## src/rtl/bnn_stream_infer.sv

```systemverilog
// Streaming binary neural network classifier with ROM-constant weights and valid/ready handshakes.
// Define BNN_STREAM_SCORE_EN to expose the winning class score on an extra output port.
module bnn_stream_infer #(
   parameter int FEAT_CNT   = 11,
   parameter int FEAT_BITS  = 4,
   parameter int HIDDEN_CNT = 40,
   parameter int CLASS_CNT  = 6,
   parameter int PAR        = 1,
   parameter logic [HIDDEN_CNT*FEAT_CNT-1:0] W1 = '0,
   parameter logic [HIDDEN_CNT*(FEAT_BITS+$clog2(FEAT_CNT+1))-1:0] TH = '0,
   parameter logic [CLASS_CNT*HIDDEN_CNT-1:0] W2 = '0
) (
   input  logic                              clk,
   input  logic                              rst,
   input  logic [FEAT_BITS*FEAT_CNT-1:0]     features,
   input  logic                              in_valid,
   output logic                              in_ready,
   output logic [$clog2(CLASS_CNT)-1:0]      prediction,
   output logic                              out_valid,
   input  logic                              out_ready
`ifdef BNN_STREAM_SCORE_EN
   ,
   output logic [$clog2(HIDDEN_CNT+1)-1:0]   score
`endif
);

   localparam int SW = FEAT_BITS + $clog2(FEAT_CNT + 1);
   localparam int NH = (HIDDEN_CNT + PAR - 1) / PAR;
   localparam int GW = (NH > 1) ? $clog2(NH) : 1;
   localparam int KW = $clog2(CLASS_CNT);
   localparam int CW = $clog2(HIDDEN_CNT + 1);
   localparam int JW = (HIDDEN_CNT > 1) ? $clog2(HIDDEN_CNT) : 1;
   localparam logic [FEAT_BITS-1:0] FMAX = '1;

   typedef enum logic [1:0] {IDLE, HID, OUT, DONE} state_t;

   state_t                        state, state_nx;
   logic [FEAT_BITS*FEAT_CNT-1:0] feat_q;
   logic [HIDDEN_CNT-1:0]         hidden;
   logic [GW-1:0]                 group;
   logic [KW-1:0]                 k;
   logic [KW-1:0]                 best_idx;
   logic [CW-1:0]                 best_score;
   logic [CW-1:0]                 c_k;
   logic                          take;
   logic                          last_group, last_class;
   logic [PAR-1:0]                lane_ok, lane_h;
   logic [JW-1:0]                 lane_idx [PAR];

   assign last_group = (group == GW'(NH - 1));
   assign last_class = (k == KW'(CLASS_CNT - 1));

   always_ff @(posedge clk) begin
      if (rst) state <= IDLE;
      else     state <= state_nx;
   end

   always_comb begin
      state_nx  = state;
      in_ready  = 1'b0;
      out_valid = 1'b0;
      unique case (state)
         IDLE: begin
            in_ready = 1'b1;
            if (in_valid) state_nx = HID;
         end
         HID:  if (last_group) state_nx = OUT;
         OUT:  if (last_class) state_nx = DONE;
         DONE: begin
            out_valid = 1'b1;
            if (out_ready) state_nx = IDLE;
         end
         default: state_nx = IDLE;
      endcase
   end

   // Lanes past the last neuron are pointed at neuron 0 and flagged invalid so they never write.
   always_comb begin
      int                   j;
      logic [SW-1:0]        s;
      logic [FEAT_BITS-1:0] f;
      for (int l = 0; l < PAR; l++) begin
         j           = int'(group) * PAR + l;
         lane_ok[l]  = (j < HIDDEN_CNT);
         if (!lane_ok[l]) j = 0;
         lane_idx[l] = JW'(j);
         s = '0;
         for (int i = 0; i < FEAT_CNT; i++) begin
            f = feat_q[i*FEAT_BITS +: FEAT_BITS];
            s = s + SW'(W1[j*FEAT_CNT + i] ? f : FMAX - f);
         end
         lane_h[l] = (s >= TH[j*SW +: SW]);
      end
   end

   always_comb begin
      logic [HIDDEN_CNT-1:0] agree;
      agree = ~(W2[k*HIDDEN_CNT +: HIDDEN_CNT] ^ hidden);
      c_k   = '0;
      for (int j = 0; j < HIDDEN_CNT; j++) c_k = c_k + CW'(agree[j]);
      take  = (k == '0) || (c_k > best_score);
   end

   // NOTE: every register here is a plain flop vector, so clearing them all on reset is cheap and safe.
   always_ff @(posedge clk) begin
      if (rst) begin
         feat_q     <= '0;
         hidden     <= '0;
         group      <= '0;
         k          <= '0;
         best_idx   <= '0;
         best_score <= '0;
         prediction <= '0;
      end else begin
         unique case (state)
            IDLE: if (in_valid) begin
               feat_q <= features;
               hidden <= '0;
               group  <= '0;
               k      <= '0;
            end
            HID: begin
               for (int l = 0; l < PAR; l++)
                  if (lane_ok[l]) hidden[lane_idx[l]] <= lane_h[l];
               group <= group + 1'b1;
            end
            OUT: begin
               if (take) begin
                  best_score <= c_k;
                  best_idx   <= k;
               end
               if (last_class) prediction <= take ? k : best_idx;
               k <= k + 1'b1;
            end
            default: ;
         endcase
      end
   end

`ifdef BNN_STREAM_SCORE_EN
   assign score = best_score;
`endif

endmodule
```

## config.mk

```make
export PLATFORM = sky130hd
export DESIGN_NAME = bnn_stream_infer
export DESIGN_NICKNAME = d
export VERILOG_FILES = /design/src/rtl/bnn_stream_infer.sv
export SDC_FILE = /design/constraint.sdc
export NUM_CORES = 1
export LEC_CHECK = 0
export CORE_UTILIZATION = 34
export DETAILED_ROUTE_END_ITERATION = 10
export PLACE_DENSITY = 0.54
export SLEW_MARGIN = 20
export SYNTH_ARGS = -nofsm -noshare
export SYNTH_HDL_FRONTEND = slang
export SYNTH_SLANG_ARGS = --single-unit
export TNS_END_PERCENT = 10
```

## constraint.sdc

```tcl
create_clock -name clk -period 9.3 [get_ports clk]
set_clock_uncertainty 0.2 [all_clocks]
set_input_delay 0.93 -clock clk [delete_from_list [all_inputs] [get_ports clk]]
set_output_delay 0.93 -clock clk [all_outputs]
set_load 0.005 [all_outputs]
```

Yosys cells after proc, flatten, opt, wreduce, memory -nomap -nowiden
Memories as Yosys holds them, arrays and structs flattened.
Cells that the tools add are included.
{"block": "word_totals", "wordCells": 188, "mem_bits_rw": 0, "latch_bits": 0, "mem_bits_ro": 5632, "register_bits": 107, "mem_count": 11}
{"name": "(name not given)", "words": 512, "width": 1, "rd": 1, "rd_clocked_by_memory_dff": 0, "write_ports": 0, "line_no": "90", "source": "s = s + SW'(W1[j*FEAT_CNT + i] ? f : FMAX - f);"}
{"name": "(name not given)", "words": 512, "width": 1, "rd": 1, "rd_clocked_by_memory_dff": 0, "write_ports": 0, "line_no": "90"}
{"name": "(name not given)", "words": 512, "width": 1, "rd": 1, "rd_clocked_by_memory_dff": 0, "write_ports": 0, "line_no": "90"}
{"name": "(name not given)", "words": 512, "width": 1, "rd": 1, "rd_clocked_by_memory_dff": 0, "write_ports": 0, "line_no": "90"}
{"name": "(name not given)", "words": 512, "width": 1, "rd": 1, "rd_clocked_by_memory_dff": 0, "write_ports": 0, "line_no": "90"}
{"name": "(name not given)", "words": 512, "width": 1, "rd": 1, "rd_clocked_by_memory_dff": 0, "write_ports": 0, "line_no": "90"}
{"name": "5 more memories"}
{"block": "classes", "order_cmp": 16, "multipliers": 2, "bitwise": 2, "n_shift": 2, "eq_ne": 10, "n_div": 0, "n_addsub": 72, "reduce_logical": 13, "muxes": 52}
{"op": "$lt A32 B11 Y1 const B", "n": 11}
{"op": "$shiftx A320 B32 Y8 const A", "n": 1}
{"op": "$shiftx A240 B10 Y40 const A", "n": 1}
{"op": "$add A6 B1 Y6", "n": 34}
{"op": "$add A32 B4 Y32 const B", "n": 4}
{"op": "$add A32 B5 Y32 const B", "n": 3}
{"op": "$mux W8", "n": 11}
{"op": "$add A8 B8 Y8", "n": 10}
{"op": "$mux W40", "n": 2}
{"op": "$pmux W40 S2", "n": 1}
{"op": "$add A32 B3 Y32 const B", "n": 2}
{"op": "$sub A4 B4 Y5 const A", "n": 11}
{"op": "$bwmux W40", "n": 1}
{"op": "$not A40 Y40", "n": 1}
{"op": "$xor A40 B40 Y40", "n": 1}
{"op": "$add A32 B2 Y32 const B", "n": 1}
{"op": "$mul A32 B5 Y32 const B", "n": 1}
{"op": "$mux W1", "n": 25}
{"op": "$mux W6", "n": 2}
{"op": "$pmux W6 S2", "n": 1}
{"op": "$ne A2 B2 Y1 const B", "n": 5}
{"op": "$reduce_and A2 Y1", "n": 5}
{"op": "$ge A8 B8 Y1", "n": 1}
{"op": "$mux W2", "n": 4}
{"op": "27 further kinds", "n": 30}

Longest topological paths before layout
Gate-level depths: netlist of the first run.
{"block": "logic_depth", "depth_word": 46, "depth_mapped": 24}

Least setup slack after synthesis of the first run
OpenSTA, ideal clock, no wires.
{"block": "synth_path", "kind": "reg-to-reg", "startpoint": "register hidden[29]", "endpoint": "register best_score[4]", "arrival_time_ns": 6.257, "synth_period_minus_slack_ns": 6.573, "setup_slack_ns": 2.727, "t_required_ns": 8.984, "stages_incl_launch_ff": 25, "path_cell_list": "dfxtp_1 > inv_1 > fa_1 > fa_1 > fa_1 > inv_1 > fa_1 > inv_1 > fa_1 > fa_1 > fa_1 > ha_1 > inv_1 > fa_1 > nor2b_1 > o21a_1 > nor2_1 > xnor2_1 > ha_1 > nand4_2 > o21bai_1 > and4b_1 > buf_6 > o311a_1 > a31o_1"}
{"block": "synth_between", "elab_chain_cells": 16}
{"item": "start: declaration", "line_no": "39", "source": "logic [HIDDEN_CNT-1:0] hidden;"}
{"item": "start signal: indexed assignment", "line_no": "124", "source": "if (lane_ok[l]) hidden[lane_idx[l]] <= lane_h[l];"}
{"item": "$xor A40 B40 Y40 *", "line_no": "98", "source": "agree = ~(W2[k*HIDDEN_CNT +: HIDDEN_CNT] ^ hidden);"}
{"item": "$not A40 Y40 *", "line_no": "98"}
{"item": "$add A6 B1 Y6 * (11 in a row)", "line_no": "100", "source": "for (int j = 0; j < HIDDEN_CNT; j++) c_k = c_k + CW'(agree[j]);"}
{"item": "net c_k[4]", "line_no": "44", "source": "logic [CW-1:0] c_k;"}
{"item": "$gt A6 B6 Y1", "line_no": "101", "source": "take = (k == '0) || (c_k > best_score);"}
{"item": "$logic_or A1 B1 Y1", "line_no": "101"}
{"item": "$reduce_and A2 Y1 (no source line)"}
{"item": "end signal: assignment", "line_no": "129", "source": "best_score <= c_k;"}
{"item": "end: declaration", "line_no": "43", "source": "logic [CW-1:0] best_score;"}
The timed path passes the listed nets; every way through them passes the cells marked *.
A chain may end at the register's enable or synchronous reset.

Worst setup path in the final report of the first run
Ends and elaborated chain as after synthesis.

==> impl_metrics.toml, run 1 <==
[placed_design]
preCtsSetupSlack_ns = 2.35
portBuffers = 8
gp_congestion = 0.774
placed_area_um2 = 3970
dp_hpwl_mm = 5.66
dp_cells = 551

[synth]
ys_ff_latch = 63
synthTopCellsByArea = "dfxtp_1, fa_1, ha_1, inv_1, a21oi_1"
async_flop_share_pct = 0
netlist_area_um2 = 3790
synth_top_area_share_pct = 33.3
post_synth_num_cell_types = 49
avgSynthCellArea_um2 = 9.01
synth-warning-count = 0
yosys.area.top_type = "dfxtp_1"
seq_area_frac_synth_pct = 33.3
synth.most_common_cell = "inv_1"
syn_nets = 525
synth_ff_type = "dfxtp_1"
postSynthCellCount = 421
synth-edff-count = 0
synthTopCellsByCount = "inv_1, dfxtp_1, nor2_1"

[die]
die_x_um = 108
die_area_um2 = 11600
rows = 38
core-area_um2 = 10800
ios = 53
die_h_um = 108
start_util_pct = 35.0

[sta]
tightest_slew_ns = 0.968
finalHoldViolCount = 0
whs_ns = 0.269
rsz0062_at_grt = "false"
finalCritPeriodShare_pct = 74.2
setup_violations = 0
slew_headroom_pct = 34.9
tns_ns = 0
fmax_mhz = 145
min_period_ns = 6.90
drv_slew = 0
fin_ws_ns = 2.40

[grt]
track_usage_pct = 15.3
grt_pass1_wl_mm = 13.6
gr-total-overflow = 0
antenna_found_initial = 0
grt_max_degree = 43
grt_pass1_vias = 2873

[detailed_routing]
initialDrtViolationCount = 159
via_per_inst = 4.82
drt_wl_total_mm = 7.78
num_vias = 2732
first_pass_iters = 4
wl_per_cell_um = 13.7
postRouteAntennaNets = 0
drcViolationCount = 0

[clock_tree]
post_cts_buffers = 0
clock_path_buffers = 2
post_cts_resized = 0
clockRootBuffer = "clkbuf_8"
clkSinkCount = 63
cts_tree = "done"
numCtsBuffers = 9
insertion_delay_ns = 0.34
cts_htree_levels = 3
clkTransAtPathRegs_ns = 0.07
ctsHoldBuffers = 0

[hold_path]
min_path_type = "reg -> reg"

[cells_and_area]
antenna_cells = 0
final_cells = 567
fill_cells = 1124
area_growth_pct = 9.34
ff_latch_area_um2 = 1260
multiInputGateArea_um2 = 2170
drive_gt1_share_pct = 6.79
nets = 526
stdcell_area_um2 = 4150

[critical_path]
arrival_ns = 6.95
startpoint = "hidden[29]$_SDFFE_PP0P_"
reg2reg_from = "hidden[29]$_SDFFE_PP0P_"
crit_fanout = 7
cp-end-kind = "flop"
startpoint_type = "flop"
timing.rr.end = "best_score[4]$_SDFFE_PP0P_"
crit_required_ns = 9.35
regToRegSetupSlack_ns = 2.40
cp-endpoint = "best_score[4]$_SDFFE_PP0P_"
rr_worst_depth = 23
path_class = "reg -> reg"

[outcome]
status = "finished, final reports clean"

[flow_run]
max_cap_viol_count = 0

[power]
irDropWorstVdd_mv = 0.0907
pwr_density_cell_nw_per_um2 = 191
leakagePower_uw = 0.00149
power breakdown:
| part | internal [µW] | switching, µW | leakage (µW) |
|---|---|---|---|
| clock | 111 | 106 | 0.0000894 |
| sequential | 285 | 13.5 | 0.000508 |
| combinational | 106 | 170 | 0.000889 |
critical path: stages, from the launching register on:
cell and delay (ns):
dfxtp_1 0.32, inv_1 0.06, fa_1 0.58, fa_1 0.47, fa_1 0.52, inv_1 0.05
fa_1 0.47, inv_1 0.05, fa_1 0.46, fa_1 0.50, fa_1 0.51, ha_1 0.19
inv_1 0.07, fa_1 0.40, nor2b_1 0.13, o21a_1 0.12, nor2_1 0.04, xnor2_1 0.16
ha_1 0.33, nand4_2 0.13, o21bai_1 0.21, and4b_1 0.32, o311a_1 0.36, a31o_1 0.18
cell families after synthesis:
logic type	Yosys count	share of synthesized area, %
muxes	5	1.65
AOI/OAI and AO/OA	94	15.6
and+or+nand+nor	109	14.7
xor gates and xnor gates	3	0.693
adders and majority gates	56	24.6
buffers and inverters	91	9.47
DFF	63	33.3
how the worst min path moves through the flow:
stage	startpoint	depth (start not counted)	slack, ns	endpoint
after floorplan	best_score[2]$_SDFFE_PP0P_	2	0.23	best_score[2]$_SDFFE_PP0P_
final	best_score[2]$_SDFFE_PP0P_	2	0.27	best_score[2]$_SDFFE_PP0P_
after detailed placement	hidden[37]$_SDFFE_PP0P_	2	0.25	hidden[37]$_SDFFE_PP0P_
after global routing	prediction[2]$_SDFFE_PP0P_	2	0.29	prediction[2]$_SDFFE_PP0P_
after CTS	hidden[37]$_SDFFE_PP0P_	2	0.27	hidden[37]$_SDFFE_PP0P_
after global placement	prediction[2]$_SDFFE_PP0P_	2	0.24	prediction[2]$_SDFFE_PP0P_
layout by cell type (no fill, tap or decap), types with 2 or more instances in the layout:
cell type	Yosys	routed
nand2b_1	5	5
o31ai_1	7	7
o21bai_1	2	2
a22oi_1	3	3
nor2b_1	3	3
clkinv_2	0	2
nor3_4	2	2
nor4_1	2	2
mux2i_1	4	4
nor3_1	4	4
clkdlybuf4s50_1	0	8
a211oi_1	4	4
clkbuf_8	0	11
clkbuf_1	12	2
inv_1	72	72
nand4_1	2	2
o211ai_1	4	4
dfxtp_1	63	63
nor2_1	60	60
xnor2_1	3	3
nand3_1	4	4
a21o_1	3	3
o21ai_0	7	7
a32oi_1	2	2
nand2_1	14	14
o2111ai_1	3	3
fa_1	31	31
or3_1	3	3
a21oi_1	50	50
ha_1	25	25
nor3_2	2	2
per-stage QoR:
step / total power, µW / utilization (%)
2_1_floorplan: 517 / -
3_3_place_gp: 580 / 36.6
3_5_place_dp: 585 / 36.6
4_1_cts: 804 / 38.2
5_1_grt: 848 / 38.2
6_report: 791 / 38.2
registers in the layout, indices dropped and copies added, names as in the netlist:
register / cells
hidden: 40
best_score: 6
group: 6
best_idx: 3
k: 3
prediction: 3
state: 2
per-layer routing:
layer / global-route usage, % / wire, µm / vias up
li1: - / - / 1380
met5: 0 / 0 / -
met4: 4.79 / 112 / 0
met3: 4.18 / 279 / 12
met2: 25.9 / 3630 / 28
met1: 18.7 / 3760 / 1312
area by class of cell:
type                    instances  share of cell area, %
clock buffers                  13                   3.83
clock inverters                 3                  0.423
inverters                      72                   6.52
multi-input cells             267                   52.5
flip-flops and latches         63                   30.4
well taps                     140                   4.23
repair buffers                  9                   2.11
(Power assumes the default switching activity.)
==> run 2, diff against run 1 <==
Clock period 9.3 ns to 6.7 ns, I/O delays scaled along.
==> run 2 against run 1 <==
Effect of this change: register-to-register slack got worse by 2.3 ns; die area did not move; cell area grew 4.4%; global-route usage is 0.19 points lower; maximum frequency grew 4.6%; highest routed layer unchanged; sequential share of layout area is 1.1 points lower.
==> impl_metrics.toml, run 2 (synthesis results as in run 1) <==
[cells_and_area]
final_cells = 576
fill_cells = 1107
area_growth_pct = 14.1
nets = 535
layout_common_cells = "inv_1, dfxtp_1, nor2_1"
utilization_pct = 39.9
layout_commonest_cell = "inv_1"
drive_gt1_share_pct = 15.4
antenna_cells = 0
top_regs = "hidden x40, best_score x6, group x6"
regMostFlops = "hidden"
largest_reg_flops = 40

[hold_path]
worstHoldStart = "prediction[2]$_SDFFE_PP0P_"
min_path_type = "reg -> reg"

[grt]
antenna_found_initial = 0
gr-total-overflow = 0
grt_max_degree = 43
grt_pass1_wl_mm = 13.1
track_usage_pct = 15.1
grt_pass1_vias = 2715

[detailed_routing]
num_vias = 2825
wl_per_cell_um = 13.6
postRouteAntennaNets = 0
top_layer_used = "met4"
wl_met1_mm = 3.75
drt_wl_total_mm = 7.83
first_pass_iters = 4
via_per_inst = 4.90
initialDrtViolationCount = 163
route.met3.wl_um = 201
dr_wl_met2_mm = 3.78
drcViolationCount = 0

[die]
die_x_um = 108
ios = 53
start_util_pct = 35.0
rows = 38
core-area_um2 = 10800
die_area_um2 = 11600
die_h_um = 108

[clock_tree]
insertion_delay_ns = 0.35
clockRootBuffer = "clkbuf_8"
numCtsBuffers = 9
cts_tree = "done"
clock_path_buffers = 2
clkSinkCount = 63
ctsHoldBuffers = 0
cts_htree_levels = 3
clkTransAtPathRegs_ns = 0.08

[placed_design]
portBuffers = 8
dp_cells = 559
gp_congestion = 0.750
dp_hpwl_mm = 5.73

[sta]
finalHoldViolCount = 0
slew_headroom_pct = 38.5
min_period_ns = 6.60
finalCritPeriodShare_pct = 98.5
drv_slew = 0
rsz0062_at_grt = "true"
fmax_mhz = 151
tns_ns = 0
tightest_slew_ns = 0.915
setup_violations = 0

[critical_path]
startpoint = "hidden[23]$_SDFFE_PP0P_"
startpoint_type = "flop"
path_class = "reg -> reg"
crit_fanout = 4
cp-end-kind = "flop"
crit_required_ns = 6.75
arrival_ns = 6.65
reg2reg_from = "hidden[23]$_SDFFE_PP0P_"

[power]
leakagePower_uw = 0.00156
power_uw = 1150
pwr_density_cell_nw_per_um2 = 265
irDropWorstVdd_mv = 0.169

[outcome]
status = "finished, final reports clean"

[flow_run]
max_cap_viol_count = 0
==> run 2: timing repair <==
| item | CTS | global route |
|---|---|---|
| setup endpoints to repair | 12 | 12 |
| gates cloned | 0 | 0 |
| resized for setup | 13 | 20 |
| pin swaps | 13 | 10 |
| buffers inserted | 1 | 0 |
==> run 2: final cells by class <==
type,instances,area (µm²),share of cell area [%]
clock inverter,4,20.0,0.463
inverter,72,270,6.25
multi-input combinational,267,2280,52.7
sequential,63,1270,29.3
timing repair buffer,18,159,3.67
clock buffer,12,155,3.59
tap,140,175,4.05
==> run 2: per-layer routing <==
metal / vias to the layer above / GRT usage, %
li1: 1403 / -
met1: 1386 / 18.5
met2: 27 / 25.2
met3: 9 / 4.54
met4: 0 / 4.99
met5: - / 0
==> run 2: worst paths after layout <==
check	cells past startpoint	endpoint	slack, ns
max	23	best_score[4]$_SDFFE_PP0P_	0.1
min	2	prediction[2]$_SDFFE_PP0P_	0.25
max reg2reg	23	best_score[4]$_SDFFE_PP0P_	0.1
min reg2reg	2	prediction[2]$_SDFFE_PP0P_	0.25
==> run 2: worst max-delay path, stage by stage (launching register included) <==
cell,delay [ns]
dfxtp_2,0.33
inv_2,0.04
fa_1,0.51
fa_1,0.52
inv_2,0.04
fa_1,0.49
inv_2,0.04
fa_2,0.57
fa_1,0.42
fa_1,0.46
fa_1,0.50
ha_2,0.19
inv_2,0.04
fa_2,0.33
nor2b_1,0.12
o21a_1,0.13
nor2_2,0.05
xnor2_2,0.15
ha_1,0.31
nand4_2,0.10
o21bai_4,0.20
and4b_2,0.27
o311a_1,0.34
a31o_1,0.18
==> run 2: report_power, final <==
part	switching (µW)	internal, µW	total [µW]
sequential	18.4	396	414
clock	145	152	297
combinational	261	175	436
total	424	722	1150
==> run 2: per-stage QoR <==
step                      setup WS, ns  hold slack [ns]  area (µm²)
after floorplan                  0.127            0.235        3790
after global placement         -0.0720            0.242        4030
after detailed placement       -0.0915            0.248        4030
after CTS                      0.00529            0.259        4280
after global routing            -0.161            0.276        4330
final                           0.0984            0.253        4330
==> patch: new RTL, config.mk and constraints of run 1 <==
Register the output `prediction` once more; this adds one clock of latency there. The other outputs are not delayed to match.
--- a/src/rtl/bnn_stream_infer.sv
+++ b/src/rtl/bnn_stream_infer.sv
@@ -35,2 +35,4 @@
    typedef enum logic [1:0] {IDLE, HID, OUT, DONE} state_t;
+
+   logic [$clog2(CLASS_CNT)-1:0] prediction_s0;
 
@@ -112,3 +114,3 @@
          best_score <= '0;
-         prediction <= '0;
+         prediction_s0 <= '0;
       end else begin
@@ -131,3 +133,3 @@
                end
-               if (last_class) prediction <= take ? k : best_idx;
+               if (last_class) prediction_s0 <= take ? k : best_idx;
                k <= k + 1'b1;
@@ -143,2 +145,6 @@
 
+   always_ff @(posedge clk) begin
+      prediction <= prediction_s0;
+   end
+
 endmodule
Check against the original RTL: not settled (the Yosys comparison gave no result); the edit may change what the design does.
==> patch against run 1 <==
Worst setup slack improved by 0.061 ns. Routed wire length decreased by 2.4%. Synthesized area rose by 2.0%. Power grew 16%. Hold slack worse by 0.12 ns. Sequential cell count up 3. Sequential share of layout area rose by 0.18 points. Final area grew 4.1%. Largest cell class unchanged. Largest power group is now clock.
==> patch: results (changes against run 1) <==
| Metric | Value |
|---|---|
| Final clock-cell share | `0.0655 (was 0.0426)` |
| Synth cell types | `50 (was 49)` |
| Cell Count, Final, Fillers Out | `569 (was 567)` |
| Area of the multi-input gates | `0.00218 mm^2 (was 0.00217 mm^2)` |
| Post-Synth XOR/XNOR Area | `0.0113 (was 0.00693)` |
| Most frequent cells after synthesis | `inv_1 (71), dfxtp_1 (66), nor2_1 (62) (was inv_1 (72), dfxtp_1 (63), nor2_1 (60))` |
| FF+latch count, synth | `66 (was 63)` |
| Synth Area in Compound Gates | `0.150 (was 0.156)` |
| Clock Tree Root | `clkbuf_16 (was clkbuf_8)` |
| Initial DRC count | `81 (was 159)` |
| Seq/Total Area, Yosys | `0.342 (was 0.333)` |
| Placed cells | `555 (was 551)` |
| Outcome | `finished clean (unchanged)` |
| Peak supply drop | `0.000104 V (was 0.0000907 V)` |
| Worst slew margin | `0.364 (was 0.349)` |
| Non-clock inverters | `71 (was 72)` |
| Post-DP Area | `0.00403 mm^2 (was 0.00397 mm^2)` |
| Syn Area/Cell | `9.08 um^2 (was 9.01 um^2)` |
| Share of layout cells above drive strength 1 | `0.0699 (was 0.0679)` |
| GP Congestion | `0.768 (was 0.774)` |
| Post-synthesis mux area share | `0.0139 (was 0.0165)` |
| Post-synth net total | `530 (was 525)` |
| HPWL Detailed | `5490 um (was 5660 um)` |
| GRT Resource Usage Total | `0.146 (was 0.153)` |
| First-pass GRT wire length | `13100 um (was 13600 um)` |
| Filler instances | `1118 (was 1124)` |
| Leak pwr | `0.00155 uW (was 0.00149 uW)` |
| Routed WL | `7590 um (was 7780 um)` |
| Vias per std cell | `4.77 (was 4.82)` |
| Critical path arrival | `6.89 ns (was 6.95 ns)` |
| Max Fanout on Critical Path | `10 (was 7)` |
| Fraction of cell area in non-clock buffers | `0.0203 (was 0.0211)` |
| PD cells | `212 mW/mm^2 (was 191 mW/mm^2)` |
| #MultiIn Comb | `269 (was 267)` |
| Placement Setup Slack | `2.45 ns (was 2.35 ns)` |
| Synth area leaders | `dfxtp_1 (34%), fa_1 (16%), ha_1 (8.1%) (was dfxtp_1 (33%), fa_1 (16%), ha_1 (8.3%))` |
| Synth Area in Adders | `0.241 (was 0.246)` |
## patch: worst max-delay path, cell delays in order, from the launching register on
cell	delay [ns]
dfxtp_1	0.32
inv_1	0.06
fa_1	0.57
fa_1	0.46
fa_1	0.52
inv_1	0.05
fa_1	0.47
inv_1	0.05
fa_1	0.47
fa_1	0.49
fa_1	0.52
ha_1	0.18
inv_1	0.06
fa_1	0.40
nor2b_1	0.13
o21a_1	0.12
nor2_1	0.05
xnor2_1	0.14
ha_1	0.32
nand4_2	0.14
o21bai_4	0.21
a31oi_2	0.49
nor4_1	0.11
a211oi_1	0.24
## patch: metal layers
layer / global-route usage / vias to the layer above / share of wire / routed length [um]
li1: - / 1394 / - / -
met1: 0.192 / 1287 / 0.48 / 3680
met2: 0.233 / 25 / 0.48 / 3610
met3: 0.0341 / 7 / 0.028 / 216
met4: 0.0560 / 0 / 0.012 / 89
met5: 0 / - / 0 / 0
## patch: kinds of logic (layout without fill, tap and decap cells)
group	after synthesis	in the layout
flip-flops	66	66
XOR/XNOR	5	5
adder cells (fa/ha/maj)	56	56
AO/OA/AOI/OAI	90	90
AND/OR/NAND/NOR	113	113
multiplexers	5	5
buffers and inverters	91	94
## patch: path summary, 6_finish.rpt
| check | slack (ns) | cells past startpoint | end | start |
|---|---|---|---|---|
| setup reg to reg | 2.46 | 23 | prediction_s0[0] | hidden[29] |
| hold reg to reg | 0.15 | 0 | prediction[2] | prediction_s0[2] |
| hold / removal | 0.15 | 0 | prediction[2] | prediction_s0[2] |
| setup / recovery | 2.46 | 23 | prediction_s0[0] | hidden[29] |
## patch: power breakdown
| group | switching (uW) | internal [uW] |
|---|---|---|
| sequential | 12.8 | 298 |
| clock | 125 | 204 |
| combinational | 171 | 103 |
| total | 309 | 605 |
